$ cat src/rtl/fpu_sched_pkg.sv
// Shared types and constants for the FPU op scheduler: state encoding, op bit indices, op masks.
package fpu_sched_pkg;

  localparam int unsigned FPU_SELECT_W = 12;
  localparam int unsigned ADDR_W       = 4;

  localparam int unsigned OP_MVRF = 0;
  localparam int unsigned OP_MVFR = 1;
  localparam int unsigned OP_CRF  = 2;
  localparam int unsigned OP_CFR  = 3;
  localparam int unsigned OP_CURF = 4;
  localparam int unsigned OP_CUFR = 5;
  localparam int unsigned OP_FADD = 6;
  localparam int unsigned OP_FSUB = 7;
  localparam int unsigned OP_FMUL = 8;
  localparam int unsigned OP_FRC  = 9;
  localparam int unsigned OP_FGT  = 10;
  localparam int unsigned OP_FEQ  = 11;

  localparam logic [FPU_SELECT_W-1:0] MUL_OP_MASK =
    (FPU_SELECT_W'(1) << OP_FMUL) | (FPU_SELECT_W'(1) << OP_FRC);
  localparam logic [FPU_SELECT_W-1:0] ILLEGAL_OP_MASK =
    (FPU_SELECT_W'(1) << OP_CFR) | (FPU_SELECT_W'(1) << OP_CUFR);

  typedef enum logic [1:0] {
    ST_IDLE,
    ST_WAIT_MUL,
    ST_EXEC,
    ST_BAD
  } state_t;

  function automatic logic is_onehot(input logic [FPU_SELECT_W-1:0] v);
    return (v != '0) && ((v & (v - FPU_SELECT_W'(1))) == '0);
  endfunction

endpackage

$ cat src/rtl/fpu_op_scheduler_if.sv
// Op request handshake bundle between the issuing datapath (master) and the scheduler (slave).
interface fpu_op_scheduler_if;
  import fpu_sched_pkg::*;

  logic                    req_valid;
  logic                    req_ready;
  logic [FPU_SELECT_W-1:0] req_op;
  logic [ADDR_W-1:0]       req_a_addr;
  logic [ADDR_W-1:0]       req_b_addr;
  logic [ADDR_W-1:0]       req_z_addr;

  modport master (
    output req_valid, req_op, req_a_addr, req_b_addr, req_z_addr,
    input  req_ready
  );

  modport slave (
    input  req_valid, req_op, req_a_addr, req_b_addr, req_z_addr,
    output req_ready
  );
endinterface

$ cat src/rtl/fpu_mul_arbiter.sv
// Shared ALU multiplier arbitration: combinational integer grant with a registered lock that
// keeps the integer datapath's ownership while it holds its request.
module fpu_mul_arbiter #(
  parameter int FPU_PRIORITY = 1
) (
  input  logic clk,
  input  logic clr,
  input  logic int_mul_req,
  input  logic fpu_hold,
  input  logic fpu_claim,
  input  logic fpu_exec_mul,
  output logic int_mul_gnt,
  output logic alu_mul_owner
);

  logic lock;
  logic fpu_wants;

  // A fresh FPU claim only beats a simultaneous integer request when FPU has priority;
  // an already-locked integer grant is never revoked.
  always_comb begin
    fpu_wants   = fpu_hold | (fpu_claim & (FPU_PRIORITY != 0));
    int_mul_gnt = int_mul_req & (lock | ~fpu_wants);
  end

  always_ff @(posedge clk) begin
    if (clr) lock <= 1'b0;
    else     lock <= int_mul_gnt;
  end

  assign alu_mul_owner = fpu_exec_mul;

endmodule

$ cat src/rtl/fpu_op_scheduler.sv
// FPU op sequencer with shared-multiplier arbitration.
// Optional FPU_SCHED_STATS_EN adds stat_ops / stat_mul_stall counters.
module fpu_op_scheduler
  import fpu_sched_pkg::*;
#(
  parameter int FRC_CYCLES   = 8,
  parameter int FPU_PRIORITY = 1
) (
  input  logic                    clk,
  input  logic                    clr,
  fpu_op_scheduler_if.slave       req,
  output logic [FPU_SELECT_W-1:0] fpu_select,
  output logic [ADDR_W-1:0]       fpu_a_addr,
  output logic [ADDR_W-1:0]       fpu_b_addr,
  output logic [ADDR_W-1:0]       fpu_z_addr,
  input  logic                    fpu_illegal,
  output logic                    done,
  output logic                    done_illegal,
  output logic                    busy,
  input  logic                    int_mul_req,
  output logic                    int_mul_gnt,
  output logic                    alu_mul_owner
`ifdef FPU_SCHED_STATS_EN
  ,
  output logic [31:0]             stat_ops,
  output logic [31:0]             stat_mul_stall
`endif
);

  localparam int unsigned CNT_W = $clog2(FRC_CYCLES);

  state_t                  state, state_nxt;
  logic [FPU_SELECT_W-1:0] op_q;
  logic [ADDR_W-1:0]       a_q, b_q, z_q;
  logic [CNT_W-1:0]        cnt;

  logic accept, legal, req_is_mul, op_is_mul, exec_mul, fpu_hold, fpu_claim, last;

  always_comb begin
    accept     = (state == ST_IDLE) & req.req_valid;
    legal      = is_onehot(req.req_op);
    req_is_mul = |(req.req_op & MUL_OP_MASK);
    op_is_mul  = |(op_q & MUL_OP_MASK);
    exec_mul   = (state == ST_EXEC) & op_is_mul;
    fpu_hold   = (state == ST_WAIT_MUL) | exec_mul;
    fpu_claim  = accept & legal & req_is_mul;
    last       = (state == ST_EXEC) & (cnt == '0);
  end

  fpu_mul_arbiter #(
    .FPU_PRIORITY (FPU_PRIORITY)
  ) u_arb (
    .clk           (clk),
    .clr           (clr),
    .int_mul_req   (int_mul_req),
    .fpu_hold      (fpu_hold),
    .fpu_claim     (fpu_claim),
    .fpu_exec_mul  (exec_mul),
    .int_mul_gnt   (int_mul_gnt),
    .alu_mul_owner (alu_mul_owner)
  );

  always_comb begin
    state_nxt     = state;
    req.req_ready = 1'b0;
    busy          = 1'b1;
    fpu_select    = '0;
    done          = 1'b0;
    done_illegal  = 1'b0;
    case (state)
      ST_IDLE: begin
        req.req_ready = 1'b1;
        busy          = 1'b0;
        if (accept) begin
          if (!legal)                         state_nxt = ST_BAD;
          else if (req_is_mul && int_mul_gnt) state_nxt = ST_WAIT_MUL;
          else                                state_nxt = ST_EXEC;
        end
      end
      ST_WAIT_MUL: begin
        if (!int_mul_req) state_nxt = ST_EXEC;
      end
      ST_EXEC: begin
        fpu_select = op_q;
        if (last) begin
          done         = 1'b1;
          done_illegal = fpu_illegal & (|(op_q & ILLEGAL_OP_MASK));
          state_nxt    = ST_IDLE;
        end
      end
      ST_BAD: begin
        done         = 1'b1;
        done_illegal = 1'b1;
        state_nxt    = ST_IDLE;
      end
      default: state_nxt = ST_IDLE;
    endcase
  end

  always_ff @(posedge clk) begin
    if (clr) begin
      state <= ST_IDLE;
      op_q  <= '0;
      a_q   <= '0;
      b_q   <= '0;
      z_q   <= '0;
      cnt   <= '0;
    end else begin
      state <= state_nxt;
      if (accept) begin
        op_q <= req.req_op;
        a_q  <= req.req_a_addr;
        b_q  <= req.req_b_addr;
        z_q  <= req.req_z_addr;
        cnt  <= req.req_op[OP_FRC] ? CNT_W'(FRC_CYCLES - 1) : '0;
      end else if ((state == ST_EXEC) && (cnt != '0)) begin
        cnt <= cnt - CNT_W'(1);
      end
    end
  end

  assign fpu_a_addr = a_q;
  assign fpu_b_addr = b_q;
  assign fpu_z_addr = z_q;

`ifdef FPU_SCHED_STATS_EN
  always_ff @(posedge clk) begin
    if (clr) begin
      stat_ops       <= '0;
      stat_mul_stall <= '0;
    end else begin
      if (done)                   stat_ops       <= stat_ops + 32'd1;
      if (state == ST_WAIT_MUL)   stat_mul_stall <= stat_mul_stall + 32'd1;
    end
  end
`endif

endmodule

$ cat src/flat_wrapper.sv
// flat-port wrapper written by rule: the top's interface ports become plain ports
module fpu_op_scheduler_flat import fpu_sched_pkg::*;
#(
  parameter int FRC_CYCLES   = 8,
  parameter int FPU_PRIORITY = 1
)
  (clk, clr, fpu_select, fpu_a_addr, fpu_b_addr, fpu_z_addr, fpu_illegal, done, done_illegal, busy, int_mul_req, int_mul_gnt, alu_mul_owner, req_req_valid, req_req_op, req_req_a_addr, req_req_b_addr, req_req_z_addr, req_req_ready);
  fpu_op_scheduler_if req_i ();
  input  logic clk;
  input  logic clr;
  output logic [FPU_SELECT_W-1:0] fpu_select;
  output logic [ADDR_W-1:0] fpu_a_addr;
  output logic [ADDR_W-1:0] fpu_b_addr;
  output logic [ADDR_W-1:0] fpu_z_addr;
  input  logic fpu_illegal;
  output logic done;
  output logic done_illegal;
  output logic busy;
  input  logic int_mul_req;
  output logic int_mul_gnt;
  output logic alu_mul_owner;
  input wire logic [$bits(req_i.req_valid)-1:0] req_req_valid;
  input wire logic [$bits(req_i.req_op)-1:0] req_req_op;
  input wire logic [$bits(req_i.req_a_addr)-1:0] req_req_a_addr;
  input wire logic [$bits(req_i.req_b_addr)-1:0] req_req_b_addr;
  input wire logic [$bits(req_i.req_z_addr)-1:0] req_req_z_addr;
  output wire logic [$bits(req_i.req_ready)-1:0] req_req_ready;
  assign req_i.req_valid = req_req_valid;
  assign req_i.req_op = req_req_op;
  assign req_i.req_a_addr = req_req_a_addr;
  assign req_i.req_b_addr = req_req_b_addr;
  assign req_i.req_z_addr = req_req_z_addr;
  assign req_req_ready = req_i.req_ready;
  fpu_op_scheduler #(.FRC_CYCLES(FRC_CYCLES), .FPU_PRIORITY(FPU_PRIORITY)) u_core (.clk(clk), .clr(clr), .req(req_i), .fpu_select(fpu_select), .fpu_a_addr(fpu_a_addr), .fpu_b_addr(fpu_b_addr), .fpu_z_addr(fpu_z_addr), .fpu_illegal(fpu_illegal), .done(done), .done_illegal(done_illegal), .busy(busy), .int_mul_req(int_mul_req), .int_mul_gnt(int_mul_gnt), .alu_mul_owner(alu_mul_owner));
endmodule
$ cat config.mk
export PLATFORM = sky130hd
export DESIGN_NAME = fpu_op_scheduler_flat
export DESIGN_NICKNAME = d
export VERILOG_FILES = /design/src/rtl/fpu_sched_pkg.sv /design/src/rtl/fpu_op_scheduler_if.sv /design/src/rtl/fpu_mul_arbiter.sv /design/src/rtl/fpu_op_scheduler.sv /design/src/flat_wrapper.sv
export SDC_FILE = /design/constraint.sdc
export NUM_CORES = 1
export LEC_CHECK = 0
export ABC_AREA = 1
export BUFFER_PORTS_ARGS = -buffer_cell sky130_fd_sc_hd__buf_2
export CAP_MARGIN = 30
export CORE_MARGIN = 1.5
export CORE_UTILIZATION = 48
export CTS_CLUSTER_DIAMETER = 120
export CTS_CLUSTER_SIZE = 8
export DETAILED_ROUTE_END_ITERATION = 8
export PLACE_DENSITY = 0.79
export SLEW_MARGIN = 15
export SYNTH_ARGS = -nofsm -noshare
export SYNTH_HDL_FRONTEND = slang
export SYNTH_SLANG_ARGS = --single-unit
$ cat constraint.sdc
create_clock -name clk -period 1.6 [get_ports clk]
set_clock_uncertainty 0.15 [all_clocks]
set_input_delay 0 -clock clk [delete_from_list [all_inputs] [get_ports clk]]
set_output_delay 0 -clock clk [all_outputs]
set_load 0.02 [all_outputs]
=== Yosys cells after proc, flatten, opt, wreduce, memory -nomap -nowiden ===
Cells that the tools add are included.

* $add $sub $neg: 2
* Eq/ne operators: 6
* Bitwise gates (word level): 12
* Reduce and logical (&&, ||, !) cells: 13
* Multiplexer cells: 16

{| class="wikitable"
|+ Operator list
! kind !! count
|-
| 12-bit AND || 1
|-
| 12-bit logical NOT || 1
|-
| 12-bit two-way mux || 1
|-
| 12-bit nonzero test || 1
|-
| 12-bit by 1-bit subtractor with 12-bit output, second input constant || 1
|-
| 2-bit two-way mux || 5
|-
| 3-bit two-way mux || 3
|-
| 2-bit one-hot mux with 4 select lines || 1
|-
| 1-bit AND || 7
|-
| 2-bit OR reduction || 3
|-
| 2-bit equality test, second input constant || 2
|-
| 1-bit two-way mux || 4
|-
| 2-bit by 1-bit inequality test with 1-bit output, second input constant || 2
|-
| 1-bit one-hot mux with 2 select lines || 2
|-
| 1-bit logical AND || 3
|-
| 3-bit logical NOT || 1
|-
| 1-bit bitwise OR || 3
|-
| 3-bit AND reduction || 1
|-
| 3-bit nonzero test || 1
|-
| 3-bit by 1-bit subtractor with 3-bit output, second input constant || 1
|-
| 2-bit by 1-bit equality test with 1-bit output, second input constant || 1
|-
| 2-bit logical NOT || 1
|-
| 2-bit inequality test, second input constant || 1
|-
| 2-bit nonzero test || 1
|-
| 1-bit NOT || 1
|}

* Input port bits: 29
* Bits in registers: 30

=== Longest topological paths before layout ===
Gate-level depths: netlist of run 1.

* Depth after elaboration: 15
* Gate-level depth with buffers: 15

=== Hierarchy ===
From an unflattened synthesis of run 1, not the netlist that was laid out.

* Cells, all modules: 222
* Area, all modules: 1485.2 µm²

{| class="wikitable"
|+ By module, submodules not included
! module !! area each (µm²) !! cells each !! instances
|-
| fpu_op_scheduler || 1435.1 || 215 || 1
|-
| fpu_mul_arbiter || 50.0 || 7 || 1
|}

=== Worst setup path after synthesis of run 1 ===
OpenSTA, ideal clock, no wires.

* Path type: reg2reg
* Start point: register u_core.state[1]
* End point: register u_core.state[1]
* Arrival: 1.503 ns
* Library setup time: 0.055 ns
* Stages on the path, launching flop included: 13
* Path slack: -0.108 ns
* Period minus slack after synthesis: 1.708 ns
* Cell sequence: dfxtp_1 inv_2 nor2_1 inv_2 a21oi_1 nor2_1 nand2_2 nand2_2 nand2_2 inv_2 nand3_2 nand3_2 inv_2

{| class="wikitable"
|+ RTL lines
! item !! RTL line !! source
|-
| start: declaration || fpu_op_scheduler.sv:32 || <nowiki>state_t state, state_nxt;</nowiki>
|-
| start signal: assignment || fpu_op_scheduler.sv:109 || <nowiki>state <= state_nxt;</nowiki>
|-
| 2-bit equality test || fpu_op_scheduler.sv:44 || <nowiki>exec_mul = (state == ST_EXEC) & op_is_mul;</nowiki>
|-
| 1-bit AND || fpu_op_scheduler.sv:44 ||
|-
| via alu_mul_owner || flat_wrapper.sv:21 || <nowiki>output logic alu_mul_owner;</nowiki>
|-
| 1-bit bitwise OR || fpu_op_scheduler.sv:45 || <nowiki>fpu_hold = (state == ST_WAIT_MUL) | exec_mul;</nowiki>
|-
| 1-bit bitwise OR || fpu_mul_arbiter.sv:22 || <nowiki>fpu_wants = fpu_hold | (fpu_claim & (FPU_PRIORITY != 0));</nowiki>
|-
| 1-bit NOT || fpu_mul_arbiter.sv:23 || <nowiki>int_mul_gnt = int_mul_req & (lock | ~fpu_wants);</nowiki>
|-
| 1-bit bitwise OR || fpu_mul_arbiter.sv:23 ||
|-
| 1-bit AND || fpu_mul_arbiter.sv:23 ||
|-
| via int_mul_gnt || flat_wrapper.sv:20 || <nowiki>output logic int_mul_gnt;</nowiki>
|-
| 1-bit logical AND || fpu_op_scheduler.sv:76 || <nowiki>else if (req_is_mul && int_mul_gnt) state_nxt = ST_WAIT_MUL;</nowiki>
|-
| 2-bit two-way mux || fpu_op_scheduler.sv:76 ||
|-
| 2-bit two-way mux || fpu_op_scheduler.sv:75 || <nowiki>if (!legal) state_nxt = ST_BAD;</nowiki>
|-
| 2-bit two-way mux || fpu_op_scheduler.sv:74 || <nowiki>if (accept) begin</nowiki>
|-
| 2-bit one-hot mux with 4 select lines || fpu_op_scheduler.sv:70 || <nowiki>case (state)</nowiki>
|}

The timed path passes the listed nets, and every way through them passes these cells. The select of a mux whose other input is x is not followed.
A chain may end at the register's enable or synchronous reset.

=== Final worst setup path of run 1 ===
* Start point: register u_core.state[1]
* End point: output int_mul_gnt

* Longest elaborated chain between the ends: 8

{| class="wikitable"
|+ RTL lines
! item !! RTL line !! source
|-
| 2-bit logical NOT || fpu_op_scheduler.sv:40 || <nowiki>accept = (state == ST_IDLE) & req.req_valid;</nowiki>
|-
| 1-bit AND || fpu_op_scheduler.sv:40 ||
|-
| 1-bit AND (2 in series) || fpu_op_scheduler.sv:46 || <nowiki>fpu_claim = accept & legal & req_is_mul;</nowiki>
|-
| 1-bit bitwise OR * || fpu_mul_arbiter.sv:22 ||
|-
| 1-bit NOT * || fpu_mul_arbiter.sv:23 ||
|-
| 1-bit bitwise OR * || fpu_mul_arbiter.sv:23 ||
|-
| 1-bit AND * || fpu_mul_arbiter.sv:23 ||
|-
| end: declaration || flat_wrapper.sv:20 ||
|}

Mark *: on every way between the ends. The rest lies on a longest branch, timed or not.

==> summary by stage, run 1 <==
Worst setup path
The cell type group with the largest total delay on the critical path is flip-flops. The critical path goes through inv_4 -> nor2_4 -> inv_2 -> a21oi_4 -> nor2_2 -> nand2_2 -> nand2_2 -> nand2_2 -> inv_2 -> buf_6. The critical path contains buffers and inverters numbering 4 combined. The critical setup path kind is flip-flop to primary output.

At the worst endpoint, the required time is 1.45 ns. The setup check on the worst reg-to-reg path leaves a slack of 0.03 ns. In this run the number of cells on the critical path is 10.

The startpoint type of the worst setup path is a flip-flop. The capturing element type of the critical path is a primary output. The most critical setup path has its startpoint at u_core.state[1]$_SDFFE_PP0P_. The maximum single-stage delay on the critical path is 0.40 ns. At the worst endpoint, the arrival time is 1.52 ns.

The worst register-to-register path begins at u_core.state[1]$_SDFFE_PP0P_. The end point of the critical path is int_mul_gnt. Counting cells, the worst reg-to-reg path comes to 13. The most frequent cell on the critical path is sky130_fd_sc_hd__nand2_2.

The endpoint of the most critical register-to-register path is u_core.state[1]$_SDFFE_PP0P_. Of all nets on the critical path, the largest fanout is 3. The cell at the slowest stage of the critical path is sky130_fd_sc_hd__dfxtp_4.

Cells and area
From synthesis to final layout, the design area changed by 61.8%. In the final layout, the share of cells above drive strength 1 is 0.377. For this run, the post-layout net count is 362. After filler insertion, the fill cell instance count of the layout stands at 213. The number of antenna diodes in the final layout is 0.

Power and ir drop
The internal portion of the total power is 1.67 mW. Of the total power, the share spent switching nets is 0.315. Of the total power, combinational logic draws 0.304.

Of the total power, registers draw 0.361. The share of total power dissipated in the clock network is 0.335. The design draws 2.45 mW. The worst-case IR drop observed on VDD is 623 uV. The switching component of the power is 771 uW. For this design the static power due to leakage is 1.18 nW. In this run the power density over the cells is 997 nW/um^2.

Clocking
In this run the clock root is driven by a sky130_fd_sc_hd__clkbuf_4. The clock reaches the later pin of the worst-skew pair after 0.35 ns. The H-tree was split into 2 levels. In this run the deepest clock path goes through 2 buffers. The number of buffers created by CTS is 5. TritonCTS built the clock tree. CTS saw 30 sinks. Clock-pin slew was measured on the worst setup and hold paths at 0.11 ns.

Placed design
The number of buffers added on ports is 58. Once detailed placement completed, the half-perimeter wirelength came to 2600 um. The placer congestion estimate is 0.799.

Logic synthesis
Dividing the synthesized area by the synthesized cell count gives 6.65 um^2. The number of nets in the synthesized netlist is 259. The synthesized design contains 0 enable-type register cells. The warning count from the yosys run is 0. The proportion of synthesized chip area in sequential cells is 0.396.

The share of synthesized area in the top cell type comes to 0.396. The cell type with the highest aggregate area in the netlist is sky130_fd_sc_hd__dfxtp_1. Yosys mapped the design onto 24 distinct sky130hd cell types. The most used flip-flop cell after synthesis is sky130_fd_sc_hd__dfxtp_1. For this run, asynchronously set or reset flops after synthesis account for 0. The number of instances in the synthesized netlist is 228. After synthesis the cells add up to 1520 um^2.

The dominant cell by count in the synthesized netlist is sky130_fd_sc_hd__nor2_1. Counting instances in the post-synthesis netlist gives the leading cell types as sky130_fd_sc_hd__nor2_1, sky130_fd_sc_hd__dfxtp_1, sky130_fd_sc_hd__nand2_1, sky130_fd_sc_hd__inv_1, sky130_fd_sc_hd__o21ai_0. The number of storage elements in the synthesis netlist is 30.

In the post-synthesis netlist, the biggest area contributors are sky130_fd_sc_hd__dfxtp_1, sky130_fd_sc_hd__nor2_1, sky130_fd_sc_hd__o21ai_0, sky130_fd_sc_hd__nand2_1, sky130_fd_sc_hd__inv_1.

Timing
The final period utilization is 1.05. The number of slew-limit violations in the final report came to 0. The number of setup violations in the final report is 1. Measured against its own limit, the worst slew margin works out to 0.759. Setup repair after global routing could not meet its margin everywhere. Across all setup checks in the final design, the least slack found is -0.0733 ns. For the pin with the worst max-slew slack, the measured transition is 0.358 ns.

The final hold violation count is 0. After layout, the minimum clock period comes to 1.67 ns. For this run, the top clock speed supported by timing is 598 MHz.

The final sum of negative setup slack is -0.0733 ns.

Flow run
Max-cap violations in this run came to 0.

GRT
The wire length of the first global-routing pass is 7240 um. The aggregate global routing overflow is 0. The initial antenna violation count came to 0.

Across every metal layer, demand over resource in global routing totals 0.281. The via count of the first global-routing pass is 1,679. The pin count of the biggest net entering global routing is 37.

Floorplanning
The floorplan core area is 3030 um^2. 59 I/O pins were placed. The number of placement rows is 20.

The die extent in y is 59.2 um. The effective utilization at floorplan is 0.500. The die covers 3500 um^2. The die is 59.2 um wide.

Routing
After detailed routing, the total wire length is 4990 um. The detailed-route wire length per cell is 13.3 um. The total vias in the final route is 1,881. The first detailed-routing pass took 4 iterations. The DRC violation count after routing is 0. Using the TritonRoute via totals, the vias-per-cell ratio works out to 5.00. The post-detailed-route count of antenna-violating nets is 0.

The violation count after the first detailed-route iteration is 114.

Hold path
The type of the most critical hold path is primary input to flip-flop.

Status
The checks that failed: setup timing. The flow ran to the end, but the final reports show violations.
==> how the worst min path moves through the flow <==
| stage | startpoint | end | slack, ns | cells past startpoint |
|---|---|---|---|---|
| floorplan | clr | u_core.op_q[9]$_SDFFE_PP0P_ | -0.08 | 1 |
| global placement | req_req_z_addr[2] | u_core.fpu_z_addr[2]$_SDFFE_PP0P_ | 0.10 | 3 |
| detailed placement | req_req_z_addr[1] | u_core.fpu_z_addr[1]$_SDFFE_PP0P_ | 0.11 | 3 |
| CTS | req_req_op[9] | u_core.u_arb.lock$_SDFF_PP0_ | 0.08 | 8 |
| global route | req_req_op[8] | u_core.u_arb.lock$_SDFF_PP0_ | 0.16 | 8 |
| finish | req_req_op[9] | u_core.u_arb.lock$_SDFF_PP0_ | 0.11 | 8 |
==> cells by family after synthesis <==
logic type,Yosys count,synth area share
xor+xnor,1,0.00578
fa+ha+maj,2,0.0165
flops,30,0.396
compound gates,50,0.175
simple gates,103,0.298
buf+inv,42,0.108
==> cells in the final DEF, fill, tap and decap left out, drive strengths merged <==
master	instances
nand2	34
nor3	1
xor2	1
dlygate4sd3	28
buf	76
o21bai	2
a21oi	16
o31ai	1
inv	34
clkbuf	6
o22ai	1
o21ai	27
nor2	59
a31oi	1
dfxtp	30
ha	2
nand3	9
bufinv	2
a211oi	2
==> registers in the layout (all words and copies together) (netlist names) <==
name               flops
u_core.cnt             3
u_core.fpu_a_addr      4
u_core.fpu_b_addr      4
u_core.fpu_z_addr      4
u_core.op_q           12
u_core.state           2
u_core.u_arb.lock      1
==> stage by stage <==
step | std cells | hold WS [ns] | setup WS, ns | instance area (um^2) | utilization
5_1_grt | 376 | 0.158 | -0.148 | 2450 | 0.810
2_1_floorplan | 228 | -0.0809 | 0.0343 | 1520 | -
3_3_place_gp | 327 | 0.104 | 0.0849 | 1870 | 0.617
6_report | 376 | 0.111 | -0.0733 | 2450 | 0.810
3_5_place_dp | 327 | 0.112 | 0.0320 | 1870 | 0.617
4_1_cts | 371 | 0.0814 | -0.0173 | 2350 | 0.777
==> layout make-up <==
cell class	count	area, um^2	share of cell area
Multi-Input combinational cell	156	815	0.332
Clock inverter	2	60.1	0.0245
Sequential cell	30	609	0.248
Clock buffer	6	51.3	0.0209
Tap cell	44	55.1	0.0224
Timing Repair Buffer	104	732	0.298
Inverter	34	130	0.0531
==> routing by layer <==
layer	vias up	track usage	share of wire
li1	926	-	-
met1	838	0.297	0.39
met2	93	0.476	0.50
met3	24	0.0742	0.059
met4	0	0.201	0.051
met5	-	0	0
==> power groups by stage <==
stage	Clock, mW	Sequential [mW]	Combinational, mW
6_report	0.820	0.882	0.744
5_1_grt	0.854	0.892	0.812
4_1_cts	0.817	0.876	0.652
3_5_place_dp	0	0.888	0.551
3_3_place_gp	0	0.885	0.543
2_1_floorplan	0	0.926	0.336
==> worst register-to-register path, stage by stage (launching register included) <==
cell                      delay [ns]
sky130_fd_sc_hd__dfxtp_4        0.40
sky130_fd_sc_hd__inv_4          0.05
sky130_fd_sc_hd__nor2_4         0.09
sky130_fd_sc_hd__inv_2          0.07
sky130_fd_sc_hd__a21oi_4        0.15
sky130_fd_sc_hd__nor2_2         0.06
sky130_fd_sc_hd__nand2_2        0.07
sky130_fd_sc_hd__nand2_2        0.06
sky130_fd_sc_hd__nand2_2        0.07
sky130_fd_sc_hd__inv_2          0.04
sky130_fd_sc_hd__buf_4          0.12
sky130_fd_sc_hd__nand3_2        0.06
sky130_fd_sc_hd__nand3_2        0.07
sky130_fd_sc_hd__inv_2          0.06
==> what timing repair did <==
item / CTS / global route
hold endpoints to repair: 30 / 0
pin swaps: 8 / 7
gates resized for setup: 12 / 24
hold buffers: 28 / 0
setup endpoints to repair: 13 / 17
setup buffers: 8 / 5
(Power assumes the default switching activity.)
==> run 2: changes to the inputs <==
--- a/config.mk
+++ b/config.mk
@@ -13,6 +13,7 @@
 export CTS_CLUSTER_DIAMETER = 120
 export CTS_CLUSTER_SIZE = 8
 export DETAILED_ROUTE_END_ITERATION = 8
+export HOLD_SLACK_MARGIN = 0.12
 export PLACE_DENSITY = 0.79
 export SLEW_MARGIN = 15
 export SYNTH_ARGS = -nofsm -noshare
==> run 2 against run 1 <==
Compared with the run above:
- the run still ends with setup timing left
- count of clock-buffer cells in the layout is the same
- utilization is essentially flat
- combinational power is essentially flat
- setup slack gained 0.0056 ns
- final area is essentially flat
- non-clock buffer count grew 1
- via count grew 0.48%
- critical path depth is the same
- clock power is essentially flat
- critical path type unchanged
- largest cell class unchanged
==> summary by stage, run 2 (synthesized netlist as in run 1, its figures left out) <==
Cells and area
The number of filler instances in the final layout is 213 (unchanged). The flip-flop count of the largest register, all copies and words added came to 12 (unchanged). The largest register by flop count is u_core.op_q (unchanged). The area of all placed cells without fillers was 2450 um^2 (about the same). The non-filler instance count after layout is 377 (was 376). The area used by multi-input combinational logic is 810 um^2 (was 815 um^2). The number of diodes added for antenna fixing is 0 (unchanged). The area growth from synthesis to final layout is 61.9% (was 61.8%). The post-layout net count is 363 (was 362). Most frequent cells in the layout: sky130_fd_sc_hd__buf_2, sky130_fd_sc_hd__nor2_1, sky130_fd_sc_hd__dlygate4sd3_1 (was sky130_fd_sc_hd__buf_2, sky130_fd_sc_hd__nor2_1, sky130_fd_sc_hd__nand2_1, sky130_fd_sc_hd__dlygate4sd3_1). The post-route core utilization is 0.810 (about the same). The commonest non-fill, non-tap cell in the layout was sky130_fd_sc_hd__buf_2 (unchanged).

The fraction of layout instances using a drive strength above 1 was 0.375 (was 0.377). The register cell area after layout was 609 um^2 (unchanged).

Power and ir drop
The total power divided by cell area was 995 nW/um^2 (was 997 nW/um^2). The static power due to leakage was 1.18 nW (about the same). The worst voltage drop across the vdd grid was 645 uV (was 623 uV). The total power consumption of the routed design is 2.44 mW (was 2.45 mW).

GRT
The pin count of the biggest net entering global routing is 37 (unchanged). The initial antenna violation count is 0 (unchanged). The global routing usage summed across all routing layers is 0.282 (was 0.281).

The wire length of the first global-routing pass is 7350 um (was 7240 um). The via count of the first global-routing pass is 1,710 (was 1,679). The aggregate global routing overflow is 0 (unchanged).

Floorplanning
The die extent in y is 59.2 um (unchanged). The effective utilization at floorplan is 0.500 (unchanged). The number of top-level pins was 59 (unchanged). The number of placement rows is 20 (unchanged).

The floorplan die width is 59.2 um (unchanged). The floorplan core area is 3030 um^2 (unchanged). The area enclosed by the die boundary is 3500 um^2 (unchanged).

Worst setup path
The number of buffers and inverters on the critical path is 4 (unchanged). The arrival time at the worst endpoint is 1.52 ns (about the same). CP Cell Sequence: inv_4 -> nor2_4 -> inv_2 -> a21oi_4 -> nor2_2 -> nand2_2 -> nand2_2 -> nand2_2 -> inv_2 -> buf_6 (unchanged). The maximum net fanout on the critical path is 3 (unchanged).

The cell type group with the largest total delay on the critical path was flip-flops (unchanged). The most frequent cell on the critical path is sky130_fd_sc_hd__nand2_2 (unchanged). The startpoint type of the worst setup path is a flip-flop (unchanged). The critical setup path kind is flip-flop to primary output (unchanged). The cell at the slowest stage of the critical path is sky130_fd_sc_hd__dfxtp_4 (unchanged). The maximum single-stage delay on the critical path is 0.41 ns (was 0.40 ns).

The worst endpoint required time came to 1.45 ns (about the same). The capturing element type of the critical path is a primary output (unchanged).

Timing
The highest attainable clock frequency came to 600 MHz (was 598 MHz). The actual slew at the worst max-slew pin is 0.385 ns (was 0.358 ns). The number of slew-limit violations in the final report is 0 (unchanged).

The worst setup slack after layout is -0.0677 ns (was -0.0733 ns). The number of setup violations in the final report was 2 (was 1). The final period utilization is 1.04 (was 1.05).

The final hold violation count was 0 (unchanged). Unrepaired setup endpoints after global routing: yes (unchanged). The final worst hold slack is 0.157 ns (was 0.111 ns). The time the worst path needs with I/O delays and setup came to 1.67 ns (about the same). The final sum of negative setup slack is -0.0796 ns (was -0.0733 ns). The worst slew margin relative to its limit is 0.741 (was 0.759).

Placed design
The number of instances in the placed design is 327 (unchanged). The cell area reported after detailed placement is 1870 um^2 (unchanged). The placer congestion estimate came to 0.799 (unchanged). The number of buffers added on ports was 58 (unchanged). The worst-case setup slack after placement is 0.0320 ns (unchanged).

The HPWL after detailed placement is 2600 um (unchanged).

Routing
The number of optimization iterations in the first detailed-route pass is 4 (unchanged). The detailed-route wire length per cell is 13.3 um (about the same). The total vias in the final route is 1,890 (was 1,881). The overall routed net length was 5020 um (was 4990 um). The post-detailed-route count of antenna-violating nets is 0 (unchanged). The violation count after the first detailed-route iteration is 128 (was 114). The routed via count divided by cell count is 5.01 (was 5.00).

The DRC violation count after routing is 0 (unchanged).

Clocking
The buffer type at the clock tree root is sky130_fd_sc_hd__clkbuf_4 (unchanged). The number of buffers created by CTS is 5 (unchanged). The number of buffers on the longest clock path came to 2 (unchanged). The H-tree depth is 2 (unchanged). The count of clock tree sinks came to 30 (unchanged). The CTS tree is done (unchanged). The clock slew seen by the registers of the worst setup and hold paths was 0.11 ns (about the same). The clock latency at the later pin of the worst-skew pair is 0.35 ns (about the same).

Hold path
The type of the most critical hold path is primary input to flip-flop (unchanged).

Status
Failing checks: setup timing (unchanged). Result of the run: finished with violations (unchanged).

Flow run
The max-cap violation count is 0 (unchanged).
[run 2: changes by cell type in the layout (fill, tap and decap cells not counted), sizes merged]
cell | previous run | this run
dlygate4sd3 | 28 | 29
[run 2: routing by layer]
layer	wire, um	GRT usage	part of all wire
met3	309	0.0742	0.062
met2	2510	0.490	0.50
met1	1960	0.300	0.39
met4	245	0.179	0.049
met5	0	0	0
[run 2: area by class of cell]
class,instances,area share
well taps,44,0.0224
clock buffers,6,0.0209
inverters,34,0.0530
repair buffers,105,0.301
multi-input cells,156,0.330
clock inverters,2,0.0245
flip-flops and latches,30,0.248
[run 2: path summary, 6_finish.rpt]
kind | startpoint | end | slack (ns) | cells past startpoint
worst min register to register | u_core.op_q[4]$_SDFFE_PP0P_ | u_core.op_q[4]$_SDFFE_PP0P_ | 0.31 | 2
worst min-delay path | req_req_op[8] | u_core.u_arb.lock$_SDFF_PP0_ | 0.16 | 9
worst max register to register | u_core.state[1]$_SDFFE_PP0P_ | u_core.state[1]$_SDFFE_PP0P_ | 0.05 | 13
worst max-delay path | u_core.state[1]$_SDFFE_PP0P_ | int_mul_gnt | -0.07 | 10
[run 2: where the power goes]
group	total (mW)	leakage, nW	internal, mW	switching, mW
logic	0.741	0.874	0.308	0.433
clock network	0.817	0.0585	0.529	0.288
registers	0.883	0.250	0.835	0.0474
[run 2: timing repair]
action | CTS | global route
endpoints found under the hold margin | 30 | 0
setup endpoints to repair | 13 | 17
setup buffers | 8 | 5
pin swaps | 8 | 7
hold buffers | 29 | 0
gates resized for setup | 12 | 22
[run 2: tightest hold or removal path: stages]
cell                      delay (ns)
sky130_fd_sc_hd__buf_2          0.11
sky130_fd_sc_hd__o21ai_0        0.08
sky130_fd_sc_hd__nand2_1        0.08
sky130_fd_sc_hd__nor2_2         0.05
sky130_fd_sc_hd__nand3_2        0.07
sky130_fd_sc_hd__nand2_2        0.05
sky130_fd_sc_hd__nand2_2        0.06
sky130_fd_sc_hd__nand2_2        0.05
sky130_fd_sc_hd__nor2_1         0.08
